$ cat src/rtl/xadc_multi_monitor.sv
// xadc_multi_monitor
//   DRP read sequencer for the XADC wizard. On every XADC end-of-conversion it
//   reads NUM_CH status registers over DRP, optionally smooths each channel with
//   a first-order IIR filter, and publishes the results as a packed bank.
//
// Ports
//   clk, rst          system/DRP clock, synchronous active-high reset
//   eoc_in            XADC end-of-conversion pulse
//   drp_*             DRP master (read-only: dwe and di tied low)
//   ch_data           per-channel 12-bit results, ch k at [12k+:12]
//   ch_update         one-cycle pulse once a full sweep is in ch_data
//   drp_timeout_err   sticky, any DRP read abandoned for lack of drdy
//   eoc_overrun       sticky, eoc_in seen while a sweep was busy
//   temp_hi_thresh,
//   temp_alarm        ch 0 over-threshold alarm with 16-LSB hysteresis;
//                     present only when XADC_MON_ALARM_EN is defined
//
// State | meaning
//   IDLE  | waiting for eoc_in
//   REQ   | one-cycle DRP read request for channel idx
//   WAIT  | waiting for drdy, bounded by DRP_TIMEOUT
//   STORE | filter update of channel idx
//   NEXT  | advance to next channel or finish the sweep
module xadc_multi_monitor #(
  parameter int unsigned         NUM_CH      = 3,
  parameter logic [NUM_CH*7-1:0] CH_ADDR     = {7'h02, 7'h01, 7'h00},
  parameter int unsigned         AVG_SHIFT   = 0,
  parameter int unsigned         DRP_TIMEOUT = 64
) (
  input  logic                   clk,
  input  logic                   rst,
  input  logic                   eoc_in,
  output logic [6:0]             drp_daddr,
  output logic                   drp_den,
  output logic                   drp_dwe,
  output logic [15:0]            drp_di,
  input  logic                   drp_drdy,
  input  logic [15:0]            drp_do,
`ifdef XADC_MON_ALARM_EN
  input  logic [11:0]            temp_hi_thresh,
  output logic                   temp_alarm,
`endif
  output logic [NUM_CH*12-1:0]   ch_data,
  output logic                   ch_update,
  output logic                   drp_timeout_err,
  output logic                   eoc_overrun
);

  localparam int unsigned IDX_W = (NUM_CH > 1) ? $clog2(NUM_CH) : 1;
  localparam int unsigned TMO_W = $clog2(DRP_TIMEOUT);
  localparam logic [IDX_W-1:0] LAST_IDX = IDX_W'(NUM_CH - 1);
  localparam logic [TMO_W-1:0] TMO_LAST = TMO_W'(DRP_TIMEOUT - 1);

  typedef enum logic [2:0] {S_IDLE, S_REQ, S_WAIT, S_STORE, S_NEXT} state_t;

  state_t             state_q, state_d;
  logic [IDX_W-1:0]   idx_q, idx_d;
  logic [TMO_W-1:0]   tmo_q, tmo_d;
  logic [11:0]        sample_q, sample_d;
  logic [6:0]         daddr_q, daddr_d;
  logic               den_q, den_d;
  logic               upd_q, upd_d;
  logic               err_q, err_d;
  logic               ovr_q, ovr_d;
  logic [NUM_CH-1:0]  first_q, first_d;
  logic [11:0]        ch_q [NUM_CH];
  logic [11:0]        ch_d [NUM_CH];

  logic [11:0]        cur_avg;
  logic signed [12:0] diff;
  logic signed [12:0] step;
  logic [11:0]        filt;

  // |diff >>> n| <= |diff|, so the 12-bit truncated sum never wraps.
  always_comb begin
    cur_avg = ch_q[idx_q];
    diff    = $signed({1'b0, sample_q}) - $signed({1'b0, cur_avg});
    step    = diff >>> AVG_SHIFT;
    filt    = cur_avg + step[11:0];
  end

  always_comb begin
    state_d  = state_q;
    idx_d    = idx_q;
    tmo_d    = tmo_q;
    sample_d = sample_q;
    err_d    = err_q;
    ovr_d    = ovr_q;
    first_d  = first_q;
    ch_d     = ch_q;
    unique case (state_q)
      S_IDLE: begin
        if (eoc_in) begin
          idx_d   = '0;
          state_d = S_REQ;
        end
      end
      S_REQ: begin
        tmo_d   = '0;
        state_d = S_WAIT;
      end
      S_WAIT: begin
        if (drp_drdy) begin
          sample_d = drp_do[15:4];
          state_d  = S_STORE;
        end else if (tmo_q == TMO_LAST) begin
          err_d   = 1'b1;
          state_d = S_NEXT;
        end else begin
          tmo_d = tmo_q + 1'b1;
        end
      end
      S_STORE: begin
        ch_d[idx_q]    = first_q[idx_q] ? filt : sample_q;
        first_d[idx_q] = 1'b1;
        state_d        = S_NEXT;
      end
      S_NEXT: begin
        if (idx_q == LAST_IDX) begin
          state_d = S_IDLE;
        end else begin
          idx_d   = idx_q + 1'b1;
          state_d = S_REQ;
        end
      end
      default: state_d = S_IDLE;
    endcase
    // Includes the cycle NEXT returns to IDLE: the sweep is still busy then.
    if (eoc_in && (state_q != S_IDLE)) ovr_d = 1'b1;
    // Registered outputs: den/daddr/ch_update are valid during REQ/NEXT.
    den_d   = (state_d == S_REQ);
    daddr_d = (state_d == S_REQ) ? CH_ADDR[32'(idx_d) * 7 +: 7] : daddr_q;
    upd_d   = (state_d == S_NEXT) && (idx_q == LAST_IDX);
  end

  always_ff @(posedge clk) begin
    if (rst) begin
      state_q  <= S_IDLE;
      idx_q    <= '0;
      tmo_q    <= '0;
      sample_q <= '0;
      daddr_q  <= '0;
      den_q    <= 1'b0;
      upd_q    <= 1'b0;
      err_q    <= 1'b0;
      ovr_q    <= 1'b0;
      first_q  <= '0;
      for (int k = 0; k < NUM_CH; k++) ch_q[k] <= '0;
    end else begin
      state_q  <= state_d;
      idx_q    <= idx_d;
      tmo_q    <= tmo_d;
      sample_q <= sample_d;
      daddr_q  <= daddr_d;
      den_q    <= den_d;
      upd_q    <= upd_d;
      err_q    <= err_d;
      ovr_q    <= ovr_d;
      first_q  <= first_d;
      ch_q     <= ch_d;
    end
  end

  for (genvar g = 0; g < NUM_CH; g++) begin : g_pack
    assign ch_data[12*g +: 12] = ch_q[g];
  end

  assign drp_daddr       = daddr_q;
  assign drp_den         = den_q;
  assign drp_dwe         = 1'b0;
  assign drp_di          = '0;
  assign ch_update       = upd_q;
  assign drp_timeout_err = err_q;
  assign eoc_overrun     = ovr_q;

`ifdef XADC_MON_ALARM_EN
  logic alarm_q, alarm_d;
  logic store0_q, store0_d;

  // Compare one cycle after ch 0 is written, against the registered value.
  always_comb begin
    store0_d = (state_q == S_STORE) && (idx_q == '0);
    alarm_d  = alarm_q;
    if (store0_q) begin
      if (ch_q[0] >= temp_hi_thresh)
        alarm_d = 1'b1;
      else if (({1'b0, ch_q[0]} + 13'd16) <= {1'b0, temp_hi_thresh})
        alarm_d = 1'b0;
    end
  end

  always_ff @(posedge clk) begin
    if (rst) begin
      alarm_q  <= 1'b0;
      store0_q <= 1'b0;
    end else begin
      alarm_q  <= alarm_d;
      store0_q <= store0_d;
    end
  end

  assign temp_alarm = alarm_q;
`endif

endmodule
$ cat config.mk
export PLATFORM = sky130hd
export DESIGN_NAME = xadc_multi_monitor
export DESIGN_NICKNAME = d
export VERILOG_FILES = /design/src/rtl/xadc_multi_monitor.sv
export SDC_FILE = /design/constraint.sdc
export NUM_CORES = 1
export LEC_CHECK = 0
export ABC_AREA = 0
export ABC_CLOCK_PERIOD_IN_PS = 2250
export CAP_MARGIN = 20
export CORE_MARGIN = 5
export CORE_UTILIZATION = 40
export CTS_BUF_LIST = sky130_fd_sc_hd__clkbuf_8
export CTS_CLUSTER_DIAMETER = 50
export DETAILED_ROUTE_END_ITERATION = 10
export PLACE_DENSITY = 0.67
export SYNTH_ARGS = -nofsm -noshare
export SYNTH_HDL_FRONTEND = slang
export SYNTH_SLANG_ARGS = --single-unit
$ cat constraint.sdc
create_clock -name clk -period 2.25 [get_ports clk]
set_input_delay 0.45 -clock clk [delete_from_list [all_inputs] [get_ports clk]]
set_output_delay 0.45 -clock clk [all_outputs]
set_load 0.05 [all_outputs]
**Yosys cells after proc, flatten, opt, wreduce, memory -nomap -nowiden**

Cells that the tools add are included.

- Add/subtract/negate cells: 4
- Multiply operators: 1
- $lt $le $gt $ge: 4
- Equal/unequal tests: 10
- Shifts and indexed selects: 1
- Multiplexer cells: 22
- Bitwise gates (word level): 3
- Reduce and logical (&&, ||, !) cells: 10

Operators with widths:

| operator | count |
|---|---|
| 12-bit 2-to-1 mux | 4 |
| 36-bit bitwise mux | 1 |
| 12-bit binary-select mux with 2-bit select | 1 |
| 12-bit demux with 2-bit select | 1 |
| 21-bit by 6-bit indexed part select with 7-bit output, first input constant | 1 |
| 3-bit one-hot mux with 5 select lines | 1 |
| 12-bit adder | 1 |
| 6-bit 2-to-1 mux | 2 |
| 6-bit one-hot mux with 2 select lines | 1 |
| 12-bit subtractor | 1 |
| 3-bit 2-to-1 mux | 3 |
| 6-bit by 1-bit adder with 6-bit output, second input constant | 1 |
| 3-bit by 1-bit equality test with 1-bit output, second input constant | 2 |
| 3-bit by 2-bit equality test with 1-bit output, second input constant | 2 |
| 3-bit equality test, second input constant | 2 |
| 6-bit equality test, second input constant | 1 |
| 3-bit AND reduction | 2 |
| 2-bit by 3-bit multiplier with 5-bit output, second input constant | 1 |
| 1-bit logical AND | 4 |
| 2-bit 2-to-1 mux | 2 |
| 2-bit inequality test, second input constant | 2 |
| 2-bit one-hot mux with 2 select lines | 1 |
| 3-bit greater-or-equal comparator, second input constant | 1 |
| 3-bit logical NOT | 1 |
| 14 further kinds | 16 |

- Register bits: 73
- Input port bits: 20
- Output and inout port bits: 64
- Logic and storage cells: 68

**Longest topological paths before layout**

Gate-level depths: netlist (run 1).

- Depth in word-level cells: 8
- Mapped depth: 9
- Depth with buffers taken out: 8

**Worst setup path after synthesis (run 1)**

Ideal clock, no wire load.

- Kind: register to register
- From: register sample_q[1]
- To: register ch_q, in the netlist ch_data[20]
- Setup time: 0.134 ns
- Data arrival time: 1.840 ns
- Data required time: 2.116 ns
- Path slack: 0.276 ns
- Stages on the path, launching flop included: 10
- Buffers on the path: 1
- Period minus slack after synthesis: 1.974 ns
- Cell sequence: dfxtp_1 buf_6 inv_1 ha_1 or2_4 a21o_1 a211oi_1 o21ai_1 a31oi_1 a211oi_1

- Cells in the longest elaborated chain, start to end: 4

RTL lines:

| what | RTL line | text |
|---|---|---|
| start, declared | 59 | `logic [11:0] sample_q, sample_d;` |
| start signal, assigned | 153 | `sample_q <= sample_d;` |
| 12-bit subtractor | 77 | `diff = $signed({1'b0, sample_q}) - $signed({1'b0, cur_avg});` |
| 12-bit adder | 79 | `filt = cur_avg + step[11:0];` |
| 12-bit 2-to-1 mux | 114 | `ch_d[idx_q] = first_q[idx_q] ? filt : sample_q;` |
| 36-bit bitwise mux | 114 |  |
| end signal, assigned | 160 | `ch_q <= ch_d;` |
| end, declared | 66 | `logic [11:0] ch_q [NUM_CH];` |

Every way passes these cells.
A chain may end at the register's enable or synchronous reset.

**Final worst setup path (run 1)**

- From: register sample_q[2]
- To: register ch_q, in the netlist ch_data[22]

The elaborated chain is that of the path after synthesis.

==> results of run 1 <==
power by group:
| group | internal, mW | switching, mW |
|---|---|---|
| sequential | 1.22 | 0.0220 |
| clock | 0.846 | 0.474 |
| combinational | 0.149 | 0.286 |
synthesized netlist by cell type, types with 2 or more instances:
master	count
sky130_fd_sc_hd__nor2b_1	2
sky130_fd_sc_hd__clkbuf_1	9
sky130_fd_sc_hd__dfxtp_1	68
sky130_fd_sc_hd__nor3_1	11
sky130_fd_sc_hd__buf_1	2
sky130_fd_sc_hd__nand2_1	61
sky130_fd_sc_hd__o31ai_1	3
sky130_fd_sc_hd__o21ai_1	5
sky130_fd_sc_hd__nand3b_1	3
sky130_fd_sc_hd__and2_1	4
sky130_fd_sc_hd__mux2i_1	4
sky130_fd_sc_hd__a22oi_1	2
sky130_fd_sc_hd__buf_4	23
sky130_fd_sc_hd__nand3_1	6
sky130_fd_sc_hd__a32oi_1	2
sky130_fd_sc_hd__and3_1	4
sky130_fd_sc_hd__a211oi_1	19
sky130_fd_sc_hd__o21bai_1	2
sky130_fd_sc_hd__nor2_1	65
sky130_fd_sc_hd__a2111oi_2	4
sky130_fd_sc_hd__o21ai_0	9
sky130_fd_sc_hd__a21oi_1	34
sky130_fd_sc_hd__a31oi_1	3
sky130_fd_sc_hd__xor2_1	2
sky130_fd_sc_hd__buf_2	7
sky130_fd_sc_hd__xnor2_1	8
sky130_fd_sc_hd__ha_1	15
sky130_fd_sc_hd__or3_1	3
sky130_fd_sc_hd__nor3b_1	3
sky130_fd_sc_hd__inv_1	15
sky130_fd_sc_hd__a21o_1	4
per-stage QoR:
| stage | std cells | worst slack, ns | util (%) | power (mW) | hold slack [ns] |
|---|---|---|---|---|---|
| after floorplan | 440 | 0.276 | - | 1.64 | 0.440 |
| after global placement | 573 | 0.185 | 48.5 | 1.70 | 0.448 |
| after detailed placement | 573 | 0.133 | 48.5 | 1.70 | 0.449 |
| after CTS | 588 | 0.108 | 51.7 | 3.01 | 0.460 |
| after global routing | 588 | -0.0216 | 51.8 | 3.11 | 0.480 |
| final | 588 | 0.171 | 51.8 | 3.00 | 0.458 |
area by class of cell:
class	count	area (sq um)	area share, %
timing repair buffer	70	663	15.6
tap	105	131	3.09
inverter	15	56.3	1.32
multi-input combinational	315	1780	41.9
sequential	68	1360	32.0
clock inverter	6	138	3.24
clock buffer	9	124	2.91
flip-flops by register name, summed over array words and instances, names as in the netlist:
name	flops
ch_data	36
sample_q	12
tmo_q	6
first_q	3
state_q	3
drp_daddr	2
idx_q	2
ch_update	1
drp_den	1
drp_timeout_err	1
eoc_overrun	1
cells in the final DEF, fill, tap and decap left out, types with 6 or more instances in the layout:
cell	instances
sky130_fd_sc_hd__ha_1	15
sky130_fd_sc_hd__nor3_1	11
sky130_fd_sc_hd__o21ai_0	8
sky130_fd_sc_hd__buf_4	13
sky130_fd_sc_hd__clkbuf_8	9
sky130_fd_sc_hd__nor2_1	65
sky130_fd_sc_hd__nand2_1	61
sky130_fd_sc_hd__clkdlybuf4s50_1	56
sky130_fd_sc_hd__inv_1	15
sky130_fd_sc_hd__a211oi_1	19
sky130_fd_sc_hd__a21oi_1	34
sky130_fd_sc_hd__o21ai_1	6
sky130_fd_sc_hd__nand3_1	6
sky130_fd_sc_hd__xnor2_1	8
sky130_fd_sc_hd__conb_1	22
sky130_fd_sc_hd__dfxtp_1	68
cells by family after synthesis:
| group | count (synthesis) | share of synthesized area [%] |
|---|---|---|
| buf+inv | 57 | 9.38 |
| compound gates | 95 | 18.8 |
| fa+ha+maj | 15 | 5.56 |
| simple gates | 169 | 22.1 |
| mux | 4 | 1.19 |
| other cells | 1 | 0.111 |
| xor+xnor | 10 | 2.59 |
| flops | 68 | 40.3 |
worst max path at each step:
stage | end | cells after the start | startpoint
2_1_floorplan | ch_data[20] | 9 | sample_q[1]
3_5_place_dp | ch_data[10] | 8 | sample_q[2]
3_3_place_gp | ch_data[34] | 8 | sample_q[2]
4_1_cts | ch_data[10] | 8 | sample_q[2]
5_1_grt | ch_data[22] | 8 | sample_q[2]
6_report | ch_data[22] | 8 | sample_q[2]
per-layer routing:
layer	global-route usage, %	part of all wire (%)
met5	0	0
met3	3.00	6.2
met4	5.15	1.1
met2	24.5	45
met1	19.9	47
critical path, cell delays in order (launching register included):
cell and delay (ns):
sky130_fd_sc_hd__dfxtp_1 0.36, sky130_fd_sc_hd__inv_1 0.08, sky130_fd_sc_hd__ha_1 0.33, sky130_fd_sc_hd__or2_4 0.25, sky130_fd_sc_hd__a2111oi_2 0.30, sky130_fd_sc_hd__nor3_1 0.12, sky130_fd_sc_hd__xnor2_1 0.20, sky130_fd_sc_hd__mux2i_2 0.13
sky130_fd_sc_hd__a211oi_1 0.25
==> run summary, run 1 <==
Vias per Instance - 4.95
sequential element share of the synthesized area - 40.3%
area of the die - 10400 sq um
Final Max Slew Viols - 0
largest fanout on the critical path - 3
antenna diode instance count - 0
post-route antenna net violation count - 0
kind of capture point of the worst setup path - flip-flop
number of buffers on the longest clock path - 2
async set or reset register ratio after synthesis - 0%
core region area - 8220 sq um
TritonCTS clock tree - yes
Site Rows - 33
Initial DRC Count - 101
number of distinct library cell variants in the gate-level netlist after synthesis - 48
Fin Clk Skew - 0.00929 ns
total CTS buffers - 9
terminating pin of the worst hold path - ch_data[25]
initial cell density of the core - 41.1%
required time of the worst setup path - 2.51 ns
top cells by area in the synthesized netlist - sky130_fd_sc_hd__dfxtp_1 40%, sky130_fd_sc_hd__nor2_1 7.2%, sky130_fd_sc_hd__nand2_1 6.8%
post-synthesis instance total - 419
I/O Buffers - 57
Clock Sinks - 68
overflow left after global routing - 0
Post-synth EDFFs - 0
Final setup violation count - 0
setup repair bufs after CTS - 0
antenna violations before repair - 0
Die Y-Extent - 102 um
CP Class - flip-flop to flip-flop
cts hold-fix bufs - 0
Remaining DRCs - 0
average routed wire per standard cell - 13.0 um
worst hold path stage count - 2
Max IR drop VDD - 0.340 mV
critical path startpoint category - flip-flop
final-report hold violation count - 0
Area Overhead vs Synth - 26.0%
Most used DFF post-synth - sky130_fd_sc_hd__dfxtp_1
unrepaired setup endpoints after global routing - true
routability congestion estimate from global placement - 0.867
wire length of the first global-routing pass - 12600 um
measured slew at the worst slew-check pin - 0.720 ns
Fin Setup TNS - 0 ns
Clk Latency, worst-skew pair - 0.35 ns
share of final-layout standard cells stronger than drive strength 1 - 7.87%
via count of the first global-routing pass - 2733
Min Clock Period, post-route - 2.08 ns
Data arrival, critical path - 2.34 ns
final layout net count - 514
cells on worst reg2reg path - 8
fmax - 0.481 GHz
outcome - finished clean
placed cell area - 3990 sq um
number of gates given a new drive strength after cts - 0
total of flip-flops plus latches after synthesis - 68
number of vias in the routed layout - 2910
final non-filler cell area - 4250 sq um
library cell occupying the most area in the post-synthesis netlist - sky130_fd_sc_hd__dfxtp_1
DIE WIDTH - 102 um
H-tree depth - 3
worst rel slew slack - 52.0%
post-route clock period utilization - 92.4%
1st-pass router iterations - 4
R2R Setup Slk - 0.17 ns
netlist area before placement - 3380 sq um
syn avg cell area - 8.06 sq um
post-synth top area share - 40.3%
sum of routed wire length over all layers - 7640 um
maximum number of pins on one net before global-route repair - 37
clock slew at the register clock pins of the worst setup and hold paths - 0.08 ns
aggregate global-route resource usage - 15.0%
clock tree root buffer cell - sky130_fd_sc_hd__clkbuf_8
Syn. warnings - 0
worst flop-to-flop path startpoint - sample_q[2]
FF-to-FF End - ch_data[22]
worst hold path startpoint - ch_data[25]
total of fill cells in the finished design - 793
number of max-cap violations - 0
LEAKAGE - 1.55 nW
total half-perimeter wirelength after legalization and detailed placement - 5940 um
cell area power density - 705 nW/um^2
type of the worst min-delay path - flip-flop to flip-flop
number of placed I/O pins - 84
Note: power is estimated with default switching activity, not from simulation.
==> run 2: changes to the inputs <==
Settings changed: RECOVER_POWER set to 100.
==> run summary, run 2 (same netlist as run 1, synthesis figures left out) <==
outcome - finished clean
via count of the first global-routing pass - 2733
Data arrival, critical path - 2.34 ns
final non-filler cell area - 4240 sq um
maximum number of pins on one net before global-route repair - 37
number of vias in the routed layout - 2908
detailed route wirelength on metal2 - 3540 um
CP Class - flip-flop to flip-flop
Die Y-Extent - 102 um
final-report hold violation count - 0
initial cell density of the core - 41.1%
number of buffers on the longest clock path - 2
DIE WIDTH - 102 um
Min Clock Period, post-route - 2.08 ns
sum of routed wire length over all layers - 7660 um
number of placed I/O pins - 84
cell area power density - 706 nW/um^2
H-tree depth - 3
final layout net count - 514
fmax - 0.480 GHz
core region area - 8220 sq um
1st-pass router iterations - 4
overflow left after global routing - 0
top sig layer - met4
TritonCTS clock tree - yes
clock slew at the register clock pins of the worst setup and hold paths - 0.08 ns
worst rel slew slack - 51.7%
number of flip-flops under the largest register name - 36
number of max-cap violations - 0
cts hold-fix bufs - 0
commonest non-fill, non-tap cell in the layout - sky130_fd_sc_hd__dfxtp_1
wire length of the first global-routing pass - 12600 um
total half-perimeter wirelength after legalization and detailed placement - 5940 um
post-route antenna net violation count - 0
antenna diode instance count - 0
number of gates given a new drive strength after cts - 0
average routed wire per standard cell - 13.0 um
aggregate global-route resource usage - 15.0%
Initial DRC Count - 94
Fin Clk Skew - 0.0141 ns
setup repair bufs after CTS - 0
placed cell area - 3990 sq um
commonest cells after routing, fill and taps aside - 68 x sky130_fd_sc_hd__dfxtp_1, 65 x sky130_fd_sc_hd__nor2_1, 61 x sky130_fd_sc_hd__nand2_1
worst hold path startpoint - ch_data[25]
clock tree root buffer cell - sky130_fd_sc_hd__clkbuf_8
Clock Sinks - 68
Routed met1 length - 3610 um
critical path startpoint category - flip-flop
Clk Latency, worst-skew pair - 0.34 ns
wire length on met3 - 462 um
required time of the worst setup path - 2.50 ns
total CTS buffers - 9
routability congestion estimate from global placement - 0.867
antenna violations before repair - 0
Site Rows - 33
Area Overhead vs Synth - 25.5%
unrepaired setup endpoints after global routing - true
share of final-layout standard cells stronger than drive strength 1 - 7.25%
LEAKAGE - 1.69 nW
Vias per Instance - 4.95
final hold slack - 0.456 ns
Remaining DRCs - 0
I/O Buffers - 57
measured slew at the worst slew-check pin - 0.725 ns
area of the die - 10400 sq um
kind of capture point of the worst setup path - flip-flop
largest fanout on the critical path - 3
post-route clock period utilization - 92.5%
Max IR drop VDD - 0.340 mV
worst flop-to-flop path startpoint - sample_q[2]
Final setup violation count - 0
first element of the critical path - sample_q[2]
Final Max Slew Viols - 0
type of the worst min-delay path - flip-flop to flip-flop
[run 2: critical path, cell delays in order (launching register included)]
cell,delay (ns)
sky130_fd_sc_hd__dfxtp_1,0.36
sky130_fd_sc_hd__inv_1,0.08
sky130_fd_sc_hd__ha_1,0.33
sky130_fd_sc_hd__or2_4,0.25
sky130_fd_sc_hd__a2111oi_2,0.30
sky130_fd_sc_hd__nor3_1,0.12
sky130_fd_sc_hd__xnor2_1,0.20
sky130_fd_sc_hd__mux2i_2,0.13
sky130_fd_sc_hd__a211oi_1,0.25
[run 2: per-layer routing]
| layer | GRT usage, % | vias to the layer above |
|---|---|---|
| met5 | 0 | - |
| li1 | - | 1512 |
| met4 | 5.15 | 0 |
| met3 | 3.00 | 5 |
| met1 | 19.9 | 1313 |
| met2 | 24.5 | 78 |
[run 2: worst paths after layout]
path,slack [ns],to,cells past startpoint
worst min register to register,0.46,ch_data[25],2
worst max-delay path,0.17,ch_data[22],8
worst max register to register,0.17,ch_data[22],8
worst min-delay path,0.46,ch_data[25],2
[run 2: report_power, final]
group / internal (mW) / switching (mW)
Sequential: 1.22 / 0.0214
Combinational: 0.145 / 0.286
Clock: 0.846 / 0.470
[run 2: stage by stage]
stage	power, mW	cells	setup slack [ns]	util, %	setup TNS [ns]
floorplan	1.64	440	0.276	-	0
global placement	1.70	573	0.185	48.5	0
detailed placement	1.70	573	0.133	48.5	0
CTS	3.01	588	0.108	51.7	0
global route	3.10	588	-0.0216	51.6	-0.0563
finish	2.99	588	0.169	51.6	0
[run 2: final cells by class]
class / count / area, sq um
inverter: 15 / 56.3
clock inverter: 6 / 138
multi-input combinational: 315 / 1770
sequential: 68 / 1360
timing repair buffer: 70 / 659
clock buffer: 9 / 124
fill: 797 / 3980
tap: 105 / 131
